$ cat src/rtl/alu_responder.sv
// Handshaked, registered ALU responder with an iterative shift-add multiplier.
// Build option ALU_SIGNED_CMP_EN selects a signed compare for 'greater' (unsigned by default).
//   state   | meaning
//   IDLE    | ready for a request; req_ready=1
//   MUL     | shift-add multiply running, one partial product per cycle
//   RESP    | result presented; waiting for rsp_ready
module alu_responder #(
    parameter int WIDTH = 6
) (
    input  logic             clk,
    input  logic             rst_n,
    input  logic             req_valid,
    output logic             req_ready,
    input  logic [WIDTH-1:0] a,
    input  logic [WIDTH-1:0] b,
    input  logic [2:0]       fxn,
    output logic             rsp_valid,
    input  logic             rsp_ready,
    output logic [WIDTH-1:0] ans,
    output logic             cout,
    output logic             over_flow,
    output logic             greater
);

    localparam int MSB = WIDTH - 1;
    localparam int CNT_W = $clog2(WIDTH + 1);
    localparam logic [CNT_W-1:0] CNT_INIT = CNT_W'(WIDTH);
    localparam logic [CNT_W-1:0] CNT_ONE = CNT_W'(1);
    localparam logic [2:0] OP_MUL = 3'b111;

    typedef enum logic [1:0] {
        ST_IDLE,
        ST_MUL,
        ST_RESP
    } state_t;

    state_t state, state_nxt;

    logic [2*WIDTH-1:0] prod, prod_nxt;
    logic [2*WIDTH-1:0] mcand, mcand_nxt;
    logic [WIDTH-1:0]   mplier, mplier_nxt;
    logic [CNT_W-1:0]   cnt, cnt_nxt;
    logic               gt_hold, gt_hold_nxt;

    logic [WIDTH-1:0]   ans_nxt;
    logic               cout_nxt, ovf_nxt, gt_nxt, rsp_valid_nxt;

    logic               accept;
    logic               cmp_gt;
    logic [WIDTH:0]     sum, diff;
    logic [WIDTH-1:0]   alu_ans;
    logic               alu_cout, alu_ovf;
    logic [2*WIDTH-1:0] mul_sum;

    assign req_ready = (state == ST_IDLE);
    assign accept    = req_valid & req_ready;

`ifdef ALU_SIGNED_CMP_EN
    assign cmp_gt = $signed(a) > $signed(b);
`else
    assign cmp_gt = a > b;
`endif

    // Single-cycle opcodes are evaluated straight from the request port at the accept edge.
    always_comb begin
        alu_ans  = '0;
        alu_cout = 1'b0;
        alu_ovf  = 1'b0;
        sum      = {1'b0, a} + {1'b0, b};
        diff     = {1'b0, a} - {1'b0, b};
        case (fxn)
            3'b000: begin
                alu_ans  = sum[MSB:0];
                alu_cout = sum[WIDTH];
                alu_ovf  = (a[MSB] == b[MSB]) && (sum[MSB] != a[MSB]);
            end
            3'b001: begin
                alu_ans  = diff[MSB:0];
                alu_cout = diff[WIDTH];
                alu_ovf  = (a[MSB] != b[MSB]) && (diff[MSB] != a[MSB]);
            end
            3'b010: alu_ans = a & b;
            3'b011: alu_ans = a | b;
            3'b100: alu_ans = a ^ b;
            3'b101: alu_ans = ~a;
            3'b110: begin
                alu_ans  = {a[MSB-1:0], 1'b0};
                alu_cout = a[MSB];
                alu_ovf  = a[MSB] ^ a[MSB-1];
            end
            default: begin
                alu_ans  = '0;
                alu_cout = 1'b0;
                alu_ovf  = 1'b0;
            end
        endcase
    end

    assign mul_sum = prod + (mplier[0] ? mcand : '0);

    always_comb begin
        state_nxt     = state;
        prod_nxt      = prod;
        mcand_nxt     = mcand;
        mplier_nxt    = mplier;
        cnt_nxt       = cnt;
        gt_hold_nxt   = gt_hold;
        ans_nxt       = ans;
        cout_nxt      = cout;
        ovf_nxt       = over_flow;
        gt_nxt        = greater;
        rsp_valid_nxt = rsp_valid;
        case (state)
            ST_IDLE: begin
                if (accept) begin
                    mcand_nxt   = {{WIDTH{1'b0}}, a};
                    mplier_nxt  = b;
                    prod_nxt    = '0;
                    cnt_nxt     = CNT_INIT;
                    gt_hold_nxt = cmp_gt;
                    if (fxn == OP_MUL) begin
                        state_nxt = ST_MUL;
                    end else begin
                        state_nxt     = ST_RESP;
                        ans_nxt       = alu_ans;
                        cout_nxt      = alu_cout;
                        ovf_nxt       = alu_ovf;
                        gt_nxt        = cmp_gt;
                        rsp_valid_nxt = 1'b1;
                    end
                end
            end
            ST_MUL: begin
                prod_nxt   = mul_sum;
                mcand_nxt  = mcand << 1;
                mplier_nxt = mplier >> 1;
                cnt_nxt    = cnt - CNT_ONE;
                // Last partial product lands this cycle; publish it directly.
                if (cnt == CNT_ONE) begin
                    state_nxt     = ST_RESP;
                    ans_nxt       = mul_sum[MSB:0];
                    cout_nxt      = |mul_sum[2*WIDTH-1:WIDTH];
                    ovf_nxt       = |mul_sum[2*WIDTH-1:WIDTH];
                    gt_nxt        = gt_hold;
                    rsp_valid_nxt = 1'b1;
                end
            end
            ST_RESP: begin
                if (rsp_ready) begin
                    state_nxt     = ST_IDLE;
                    rsp_valid_nxt = 1'b0;
                end
            end
            default: begin
                state_nxt     = ST_IDLE;
                rsp_valid_nxt = 1'b0;
            end
        endcase
    end

    always_ff @(posedge clk or negedge rst_n) begin
        if (!rst_n) begin
            state     <= ST_IDLE;
            prod      <= '0;
            mcand     <= '0;
            mplier    <= '0;
            cnt       <= '0;
            gt_hold   <= 1'b0;
            ans       <= '0;
            cout      <= 1'b0;
            over_flow <= 1'b0;
            greater   <= 1'b0;
            rsp_valid <= 1'b0;
        end else begin
            state     <= state_nxt;
            prod      <= prod_nxt;
            mcand     <= mcand_nxt;
            mplier    <= mplier_nxt;
            cnt       <= cnt_nxt;
            gt_hold   <= gt_hold_nxt;
            ans       <= ans_nxt;
            cout      <= cout_nxt;
            over_flow <= ovf_nxt;
            greater   <= gt_nxt;
            rsp_valid <= rsp_valid_nxt;
        end
    end

endmodule

$ cat config.mk
export PLATFORM = sky130hd
export DESIGN_NAME = alu_responder
export DESIGN_NICKNAME = d
export VERILOG_FILES = /design/src/rtl/alu_responder.sv
export SDC_FILE = /design/constraint.sdc
export NUM_CORES = 1
export LEC_CHECK = 0
export BUFFER_PORTS_ARGS = -buffer_cell sky130_fd_sc_hd__buf_2
export CAP_MARGIN = 0
export CORE_MARGIN = 8
export CORE_UTILIZATION = 35
export DETAILED_ROUTE_END_ITERATION = 12
export PLACE_DENSITY_LB_ADDON = 0.15
export SLEW_MARGIN = 20
export SYNTH_ARGS = -nofsm -noshare
export SYNTH_HDL_FRONTEND = slang
export SYNTH_SLANG_ARGS = --single-unit
export TNS_END_PERCENT = 100
$ cat constraint.sdc
create_clock -name clk -period 3 [get_ports clk]
set_input_delay 0.15 -clock clk [delete_from_list [all_inputs] [get_ports clk]]
set_output_delay 0.15 -clock clk [all_outputs]
set_load 0.005 [all_outputs]
After elaboration in Yosys (flattened, before gate mapping)
Cells that the tools add are included.
{ "totals": {"reg_bits": 46, "input_bits": 19, "out_inout_bits": 11} }
{ "op_classes": {"reduce_logical": 11, "n_bitwise": 6, "magnitude_cmp": 1, "eq_ne": 18, "add_sub_neg": 4, "muxes": 37} }
{ "op_table": {"columns": ["op", "count"], "rows": [
  ["$pmux W12 S2", 2],
  ["$pmux W6 S7", 1],
  ["$mux W12", 3],
  ["$mux W6", 4],
  ["$pmux W6 S2", 2],
  ["$add A12 B12 Y12", 1],
  ["$eq A3 B3 Y1 const B", 4],
  ["$mux W1", 12],
  ["$pmux W1 S3", 3],
  ["$mux W2", 4],
  ["$reduce_and A4 Y1", 2],
  ["$add A6 B6 Y7", 1],
  ["$sub A6 B6 Y7", 1],
  ["$and A6 B6 Y6", 1],
  ["$eq A3 B1 Y1 const B", 2],
  ["$eq A3 B2 Y1 const B", 2],
  ["$gt A6 B6 Y1", 1],
  ["$ne A2 B2 Y1 const B", 3],
  ["$not A6 Y6", 1],
  ["$or A6 B6 Y6", 1],
  ["$pmux W1 S2", 3],
  ["$pmux W2 S3", 1],
  ["$pmux W3 S2", 1],
  ["$reduce_or A6 Y1", 1],
  ["16 further kinds", 20]
]} }

Depth between registers and ports, before layout
Gate-level depths: netlist of run 1.
{ "logic_depth": {"word_depth": 7, "depth_mapped": 11} }

Worst setup path after synthesis of run 1
OpenSTA, ideal clock, no wires.
{ "synth_path": {"path_type": "register to register", "start": "register mplier[0]", "end": "register cout", "path_stages_with_launch": 11, "slack_ps": 464, "arrival_ps": 2415, "setup_ps": 121, "cell_sequence": "dfrtp_1 > clkbuf_1 > and2_1 > ha_1 > a211oi_1 > o211ai_1 > a31o_1 > o41a_1 > xor2_1 > nand4_1 > o22a_1"} }
{ "synth_between": {"elab_chain_len": 5} }
{ "synth_lines": {"columns": ["element", "line_no", "rtl"], "rows": [
  ["start: declaration", "41", "logic [WIDTH-1:0] mplier, mplier_nxt;"],
  ["start signal: assignment", "178", "mplier <= mplier_nxt;"],
  ["$mux W12", "99", "assign mul_sum = prod + (mplier[0] ? mcand : '0);"],
  ["$add A12 B12 Y12", "99", null],
  ["$reduce_or A6 Y1", "142", "cout_nxt = |mul_sum[2*WIDTH-1:WIDTH];"],
  ["$mux W1", "139", "if (cnt == CNT_ONE) begin"],
  ["$pmux W1 S2", "113", "case (state)"],
  ["end signal: assignment", "182", "cout <= cout_nxt;"],
  ["end: declaration", "20", "output logic cout,"]
]} }
No other way between the ends. The select of a mux whose other input is x is not followed.
A chain may end at the register's enable or synchronous reset.

Worst setup path in the final report of run 1
Ends and elaborated chain as after synthesis.

==> metrics.md, run 1 <==
| Metric | Value |
|---|---|
| Placement Setup Slack | 260 ps |
| Total CTS buffers | 5 |
| Final Skew | 8.69 ps |
| Max clock buf depth | 2 |
| Final wirelength | 9310 um |
| Final hold vios | 0 |
| Clock period minus worst slack | 2770 ps |
| Vias | 3,007 |
| CTS sink cnt | 46 |
| Syn avg cell area | 8.81 sq um |
| Post-synthesis sequential area ratio | 0.322 |
| Status | finished, final reports clean |
| RSZ-0062 raised after global routing | no |
| Setup crit start kind | register |
| Syn Nets | 459 |
| Final critical-path share of the clock period | 0.922 |
| Number of DRC markers in iteration 0 | 148 |
| Max Transition Viols Final | 0 |
| PwrDens | 515 nW/um^2 |
| Maximum vdd drop | 200 uV |
| Post-Syn Area | 3570 sq um |
| Die Ht | 117 um |
| Vias in the first global route | 3,005 |
| Share of post-route cells with drive strength above 1 | 0.130 |
| Grt total ovfl | 0 |
| Final worst setup slack | 235 ps |
| Clock Tree Root | clkbuf_8 |
| P&R area growth vs syn | 10.3% |
| Number of distinct library cells after synthesis | 61 |
| Leakage | 1.85 nW |
| Global Route Usage Sum | 0.147 |
| Commonest non-fill, non-tap cells in the layout | dfrtp_1, nand2_1, a21oi_1 |
| Cell count after synthesis | 405 |
| Placer Congestion | 0.880 |
| Antenna Cells | 0 |
| Clock slew at reported path FFs | 100 ps |
| Final setup viols | 0 |
| Post-synthesis register bit count | 46 |
| Global-route wire length before repair | 15,600 um |
| Final core occ | 0.390 |
| Prevailing post-synth register cell | dfrtp_1 |
| Post-DR vias/cell | 5.38 |
| Hold Path Class | in2reg |
| CTS H-tree lvls | 2 |
| Hold_ws | 90.5 ps |
| 1st-pass router iterations | 4 |
| Worst slew pin tran | 611 ps |
| Post-synth EDFFs | 0 |
| Wire per inst | 16.7 um |
| Io pins | 30 |
| CP Data Arrival Time | 2960 ps |
| Largest net degree at the start of global routing | 47 |
| Antenna Nets Post-Route | 0 |
| Port Buffers | 29 |
| Setup CP Type | reg2reg |
| Row cnt | 37 |
| Worst skew pair latency | 310 ps |
| TNS Setup | 0 ps |
| Hpwl dp | 7080 um |
| Most common library cell in the layout ignoring fill and taps | dfrtp_1 |
| Max-slew headroom | 0.592 |
| YS warnings | 0 |
| Filler instances | 1,104 |
| Die X | 117 um |
| Post-Layout Cell Count | 559 |
| DRC Markers | 0 |
| Die area | 13,700 sq um |
| Initial Util | 0.354 |
| CP Max Fanout | 13 |
| CTS tree | yes |
| MaxCap Viol Count | 0 |
| NumNets Final | 476 |
| Core ar. | 10,100 sq um |
| Worst EP required | 3190 ps |
| Placed cells | 550 |
| Maximum clock rate | 362 MHz |
| Post-CTS setup buffers | 0 |
| Synth async-reset ratio | 1.00 |
| Worst Setup End Kind | register |
| Initial antenna violation count | 0 |
## cells in the mapped netlist (5+ instances only)
cell type | count | area (sq um)
a21oi_1 | 36 | 180
a22o_1 | 14 | 123
a22oi_1 | 6 | 45.0
and2_1 | 12 | 75.1
clkbuf_1 | 17 | 63.8
dfrtp_1 | 46 | 1150
ha_1 | 32 | 400
inv_1 | 19 | 71.3
mux2i_1 | 7 | 70.1
nand2_1 | 39 | 146
nand2b_1 | 9 | 56.3
nor2_1 | 20 | 75.1
nor2b_1 | 13 | 81.3
nor3_1 | 7 | 35.0
nor3b_1 | 6 | 45.0
o211ai_1 | 5 | 37.5
o21ai_0 | 34 | 170
o221ai_1 | 5 | 43.8
xnor2_1 | 5 | 43.8
xor2_1 | 6 | 52.6
## final timing paths
path / to / slack [ps] / cells past startpoint / from
worst max-delay path: cout$_DFFE_PN0P_ / 230 / 9 / mplier[0]$_DFFE_PN0P_
worst min-delay path: state[1]$_DFFE_PN0P_ / 90 / 4 / rsp_ready
worst max register to register: cout$_DFFE_PN0P_ / 230 / 9 / mplier[0]$_DFFE_PN0P_
worst min register to register: greater$_DFFE_PN0P_ / 480 / 2 / greater$_DFFE_PN0P_
max in group asynchronous: gt_hold$_DFFE_PN0P_ / 2190 / 2 / rst_n
min in group asynchronous: prod[9]$_DFFE_PN0P_ / 390 / 2 / rst_n
## stage by stage
stage	total power [W]	instance area, sq um
3_5_place_dp	0.00147	3780
2_1_floorplan	0.00126	3570
6_report	0.00203	3940
5_1_grt	0.00217	3940
3_3_place_gp	0.00146	3780
4_1_cts	0.00206	3930
## state kept, by name, summed over array words and instances, names as in the netlist
register and count:
mcand 12, prod 12, ans 6, mplier 6, cnt 3, state 2, cout 1, greater 1
gt_hold 1, over_flow 1, rsp_valid 1
## repair_timing
action | CTS | global route
resized for setup | 0 | 0
hold buffers | 0 | 1
hold endpoints to repair | 0 | 46
## per-layer routing
metal  global-route usage  share of wire  vias up
met3               0.0226          0.027       14
met4               0.0546          0.024        0
li1                     -              -     1487
met2                0.240           0.49       49
met5                    0              0        -
met1                0.191           0.46     1457
## critical path: stages, from the launching register on
cell and delay (ps):
dfrtp_1 490, and2_1 220, ha_1 300, a211oi_1 320, o211ai_1 170, a31o_1 250, o41a_1 330, xor2_1 210
nand4_1 160, o22a_1 210
## cell families after synthesis
| kind of cell | share of synthesized area |
|---|---|
| AOI/OAI and AO/OA | 0.246 |
| xor gates and xnor gates | 0.0270 |
| adders and majority gates | 0.129 |
| buffers and inverters | 0.0575 |
| DFF | 0.322 |
| muxes | 0.0365 |
| and+or+nand+nor | 0.181 |
## power breakdown
part           leakage [nW]  internal, W  switching (W)
logic                  1.19     0.000264       0.000329
clock network        0.0714     0.000356       0.000224
registers             0.591     0.000748       0.000108
total                  1.85      0.00137       0.000662
## layout make-up
cell class                      count  area, sq um  share of cell area
Sequential cell                    46         1150               0.292
Timing Repair Buffer               34          188              0.0476
Tap cell                          136          170              0.0432
Clock buffer                        6         82.6              0.0210
Clock inverter                      2         60.1              0.0152
Multi-Input combinational cell    316         2220               0.563
Inverter                           19         71.3              0.0181
(Power assumes the default switching activity.)
==> inputs of run 2 (changes only) <==
--- a/config.mk
+++ b/config.mk
@@ -10,7 +10,7 @@
 export CORE_MARGIN = 8
 export CORE_UTILIZATION = 35
 export DETAILED_ROUTE_END_ITERATION = 12
-export PLACE_DENSITY_LB_ADDON = 0.15
+export PLACE_DENSITY_LB_ADDON = 0.05
 export SLEW_MARGIN = 20
 export SYNTH_ARGS = -nofsm -noshare
 export SYNTH_HDL_FRONTEND = slang
==> metrics.md, run 2 (same netlist as run 1, synthesis figures left out) <==
| Metric | Value |
|---|---|
| Status | finished, final reports clean (unchanged) |
| Core ar. | 10,100 sq um (unchanged) |
| Worst skew pair latency | 310 ps (about the same) |
| Final wirelength | 9710 um (was 9310 um) |
| 1st-pass router iterations | 4 (unchanged) |
| Final hold vios | 0 (unchanged) |
| Global-route wire length before repair | 15,800 um (was 15,600 um) |
| Final setup viols | 0 (unchanged) |
| Number of DRC markers in iteration 0 | 178 (was 148) |
| Final Total Pwr | 0.00186 W (was 0.00203 W) |
| Hold_ws | 83.8 ps (was 90.5 ps) |
| Setup crit start kind | register (unchanged) |
| CTS tree | yes (unchanged) |
| RSZ-0062 raised after global routing | no (unchanged) |
| Die area | 13,700 sq um (unchanged) |
| Global routing usage on met3 | 0.0215 (was 0.0226) |
| NumNets Final | 477 (was 476) |
| Maximum clock rate | 366 MHz (was 362 MHz) |
| Vias | 2,953 (was 3,007) |
| Worst EP required | 3210 ps (was 3190 ps) |
| Most common library cell in the layout ignoring fill and taps | dfrtp_1 (unchanged) |
| Global Route Usage Sum | 0.148 (was 0.147) |
| Leakage | 1.82 nW (was 1.85 nW) |
| Antenna Cells | 0 (unchanged) |
| Total CTS buffers | 5 (unchanged) |
| Clock Tree Root | clkbuf_8 (unchanged) |
| Io pins | 30 (unchanged) |
| Grt total ovfl | 0 (unchanged) |
| CP Max Fanout | 13 (unchanged) |
| Wire per inst | 17.3 um (was 16.7 um) |
| P&R area growth vs syn | 9.15% (was 10.3%) |
| CTS sink cnt | 46 (unchanged) |
| PwrDens | 478 nW/um^2 (was 515 nW/um^2) |
| Reg2reg setup slack | 270 ps (was 230 ps) |
| Placer Congestion | 0.838 (was 0.880) |
| Hold Path Class | in2reg (unchanged) |
| Antenna Nets Post-Route | 0 (unchanged) |
| Largest net degree at the start of global routing | 47 (unchanged) |
| Max Transition Viols Final | 0 (unchanged) |
| Final critical-path share of the clock period | 0.910 (was 0.922) |
| Clock slew at reported path FFs | 100 ps (about the same) |
| Max-slew headroom | 0.603 (was 0.592) |
| Setup CP Type | reg2reg (unchanged) |
| Post-DR vias/cell | 5.27 (was 5.38) |
| Initial antenna violation count | 0 (unchanged) |
| Max clock buf depth | 2 (unchanged) |
| DRC Markers | 0 (unchanged) |
| Clock period minus worst slack | 2730 ps (was 2770 ps) |
| Port Buffers | 29 (unchanged) |
| Commonest non-fill, non-tap cells in the layout | dfrtp_1, nand2_1, a21oi_1 (unchanged) |
| Die X | 117 um (unchanged) |
| Share of post-route cells with drive strength above 1 | 0.132 (was 0.130) |
| TNS Setup | 0 ps (unchanged) |
| Maximum vdd drop | 251 uV (was 200 uV) |
| Hpwl dp | 7340 um (was 7080 um) |
| Vias in the first global route | 2,964 (was 3,005) |
| CP Data Arrival Time | 2940 ps (was 2960 ps) |
| CTS H-tree lvls | 2 (unchanged) |
| Die Ht | 117 um (unchanged) |
| Regs by FF count | mcand: 12 flops, prod: 12 flops (unchanged) |
| Most Crowded Layer GR | met2 (unchanged) |
| Met2 global-route usage | 0.242 (was 0.240) |
| Worst Setup End Kind | register (unchanged) |
| MaxCap Viol Count | 0 (unchanged) |
| GR Util met1 | 0.205 (was 0.191) |
| Initial Util | 0.354 (unchanged) |
| Row cnt | 37 (unchanged) |
| Worst slew pin tran | 595 ps (was 611 ps) |
| Post-cts sizing count | 0 (unchanged) |
| Final Skew | 13.2 ps (was 8.69 ps) |
-- run 2: worst paths after layout --
| path | depth (start not counted) | from | to |
|---|---|---|---|
| setup / recovery | 9 | mplier[0]$_DFFE_PN0P_ | cout$_DFFE_PN0P_ |
| hold / removal | 4 | rsp_ready | state[1]$_DFFE_PN0P_ |
| setup reg to reg | 9 | mplier[0]$_DFFE_PN0P_ | cout$_DFFE_PN0P_ |
| hold reg to reg | 2 | ans[1]$_DFFE_PN0P_ | ans[1]$_DFFE_PN0P_ |
| max in group asynchronous | 2 | rst_n | prod[0]$_DFFE_PN0P_ |
| min in group asynchronous | 2 | rst_n | greater$_DFFE_PN0P_ |
-- run 2: worst max-delay path, cell delays in order, from the launching register on --
cell      delay (ps)
dfrtp_1          530
and2_1           250
ha_1             260
a211oi_1         290
o211ai_1         160
a31o_1           240
o41a_1           320
xor2_1           200
nand4_1          180
o22a_1           210
-- run 2: per-stage QoR --
stage / setup slack [ps] / utilization / instances / area (sq um)
after floorplan: 464 / - / 405 / 3570
after detailed placement: 247 / 0.376 / 551 / 3790
after global routing: 91.9 / 0.386 / 560 / 3900
after CTS: 248 / 0.385 / 559 / 3880
after global placement: 324 / 0.376 / 551 / 3790
final: 270 / 0.386 / 560 / 3900
-- run 2: power by group --
group / internal (W) / total (W) / switching [W] / leakage, nW
Combinational: 0.000265 / 0.000599 / 0.000334 / 1.19
Sequential: 0.000748 / 0.000858 / 0.000110 / 0.591
Clock: 0.000167 / 0.000404 / 0.000237 / 0.0408
Total: 0.00118 / 0.00186 / 0.000681 / 1.82
-- run 2: routing by layer --
metal,up-vias,share of wire
met1,1411,0.49
met2,51,0.48
met4,0,0.0055
li1,1487,-
met3,4,0.031
met5,-,0
-- run 2: cell type report --
cell class | instances | area (sq um)
inverter | 19 | 71.3
fill | 1092 | 6200
tap | 136 | 170
clock inverter | 3 | 23.8
timing repair buffer | 35 | 195
clock buffer | 5 | 68.8
multi-input combinational | 316 | 2220
sequential | 46 | 1150
-- run 2: what timing repair did --
action / in CTS / in global routing
hold buffers: 0 / 1
hold endpoints to repair: 0 / 46
setup buffers: 0 / 0
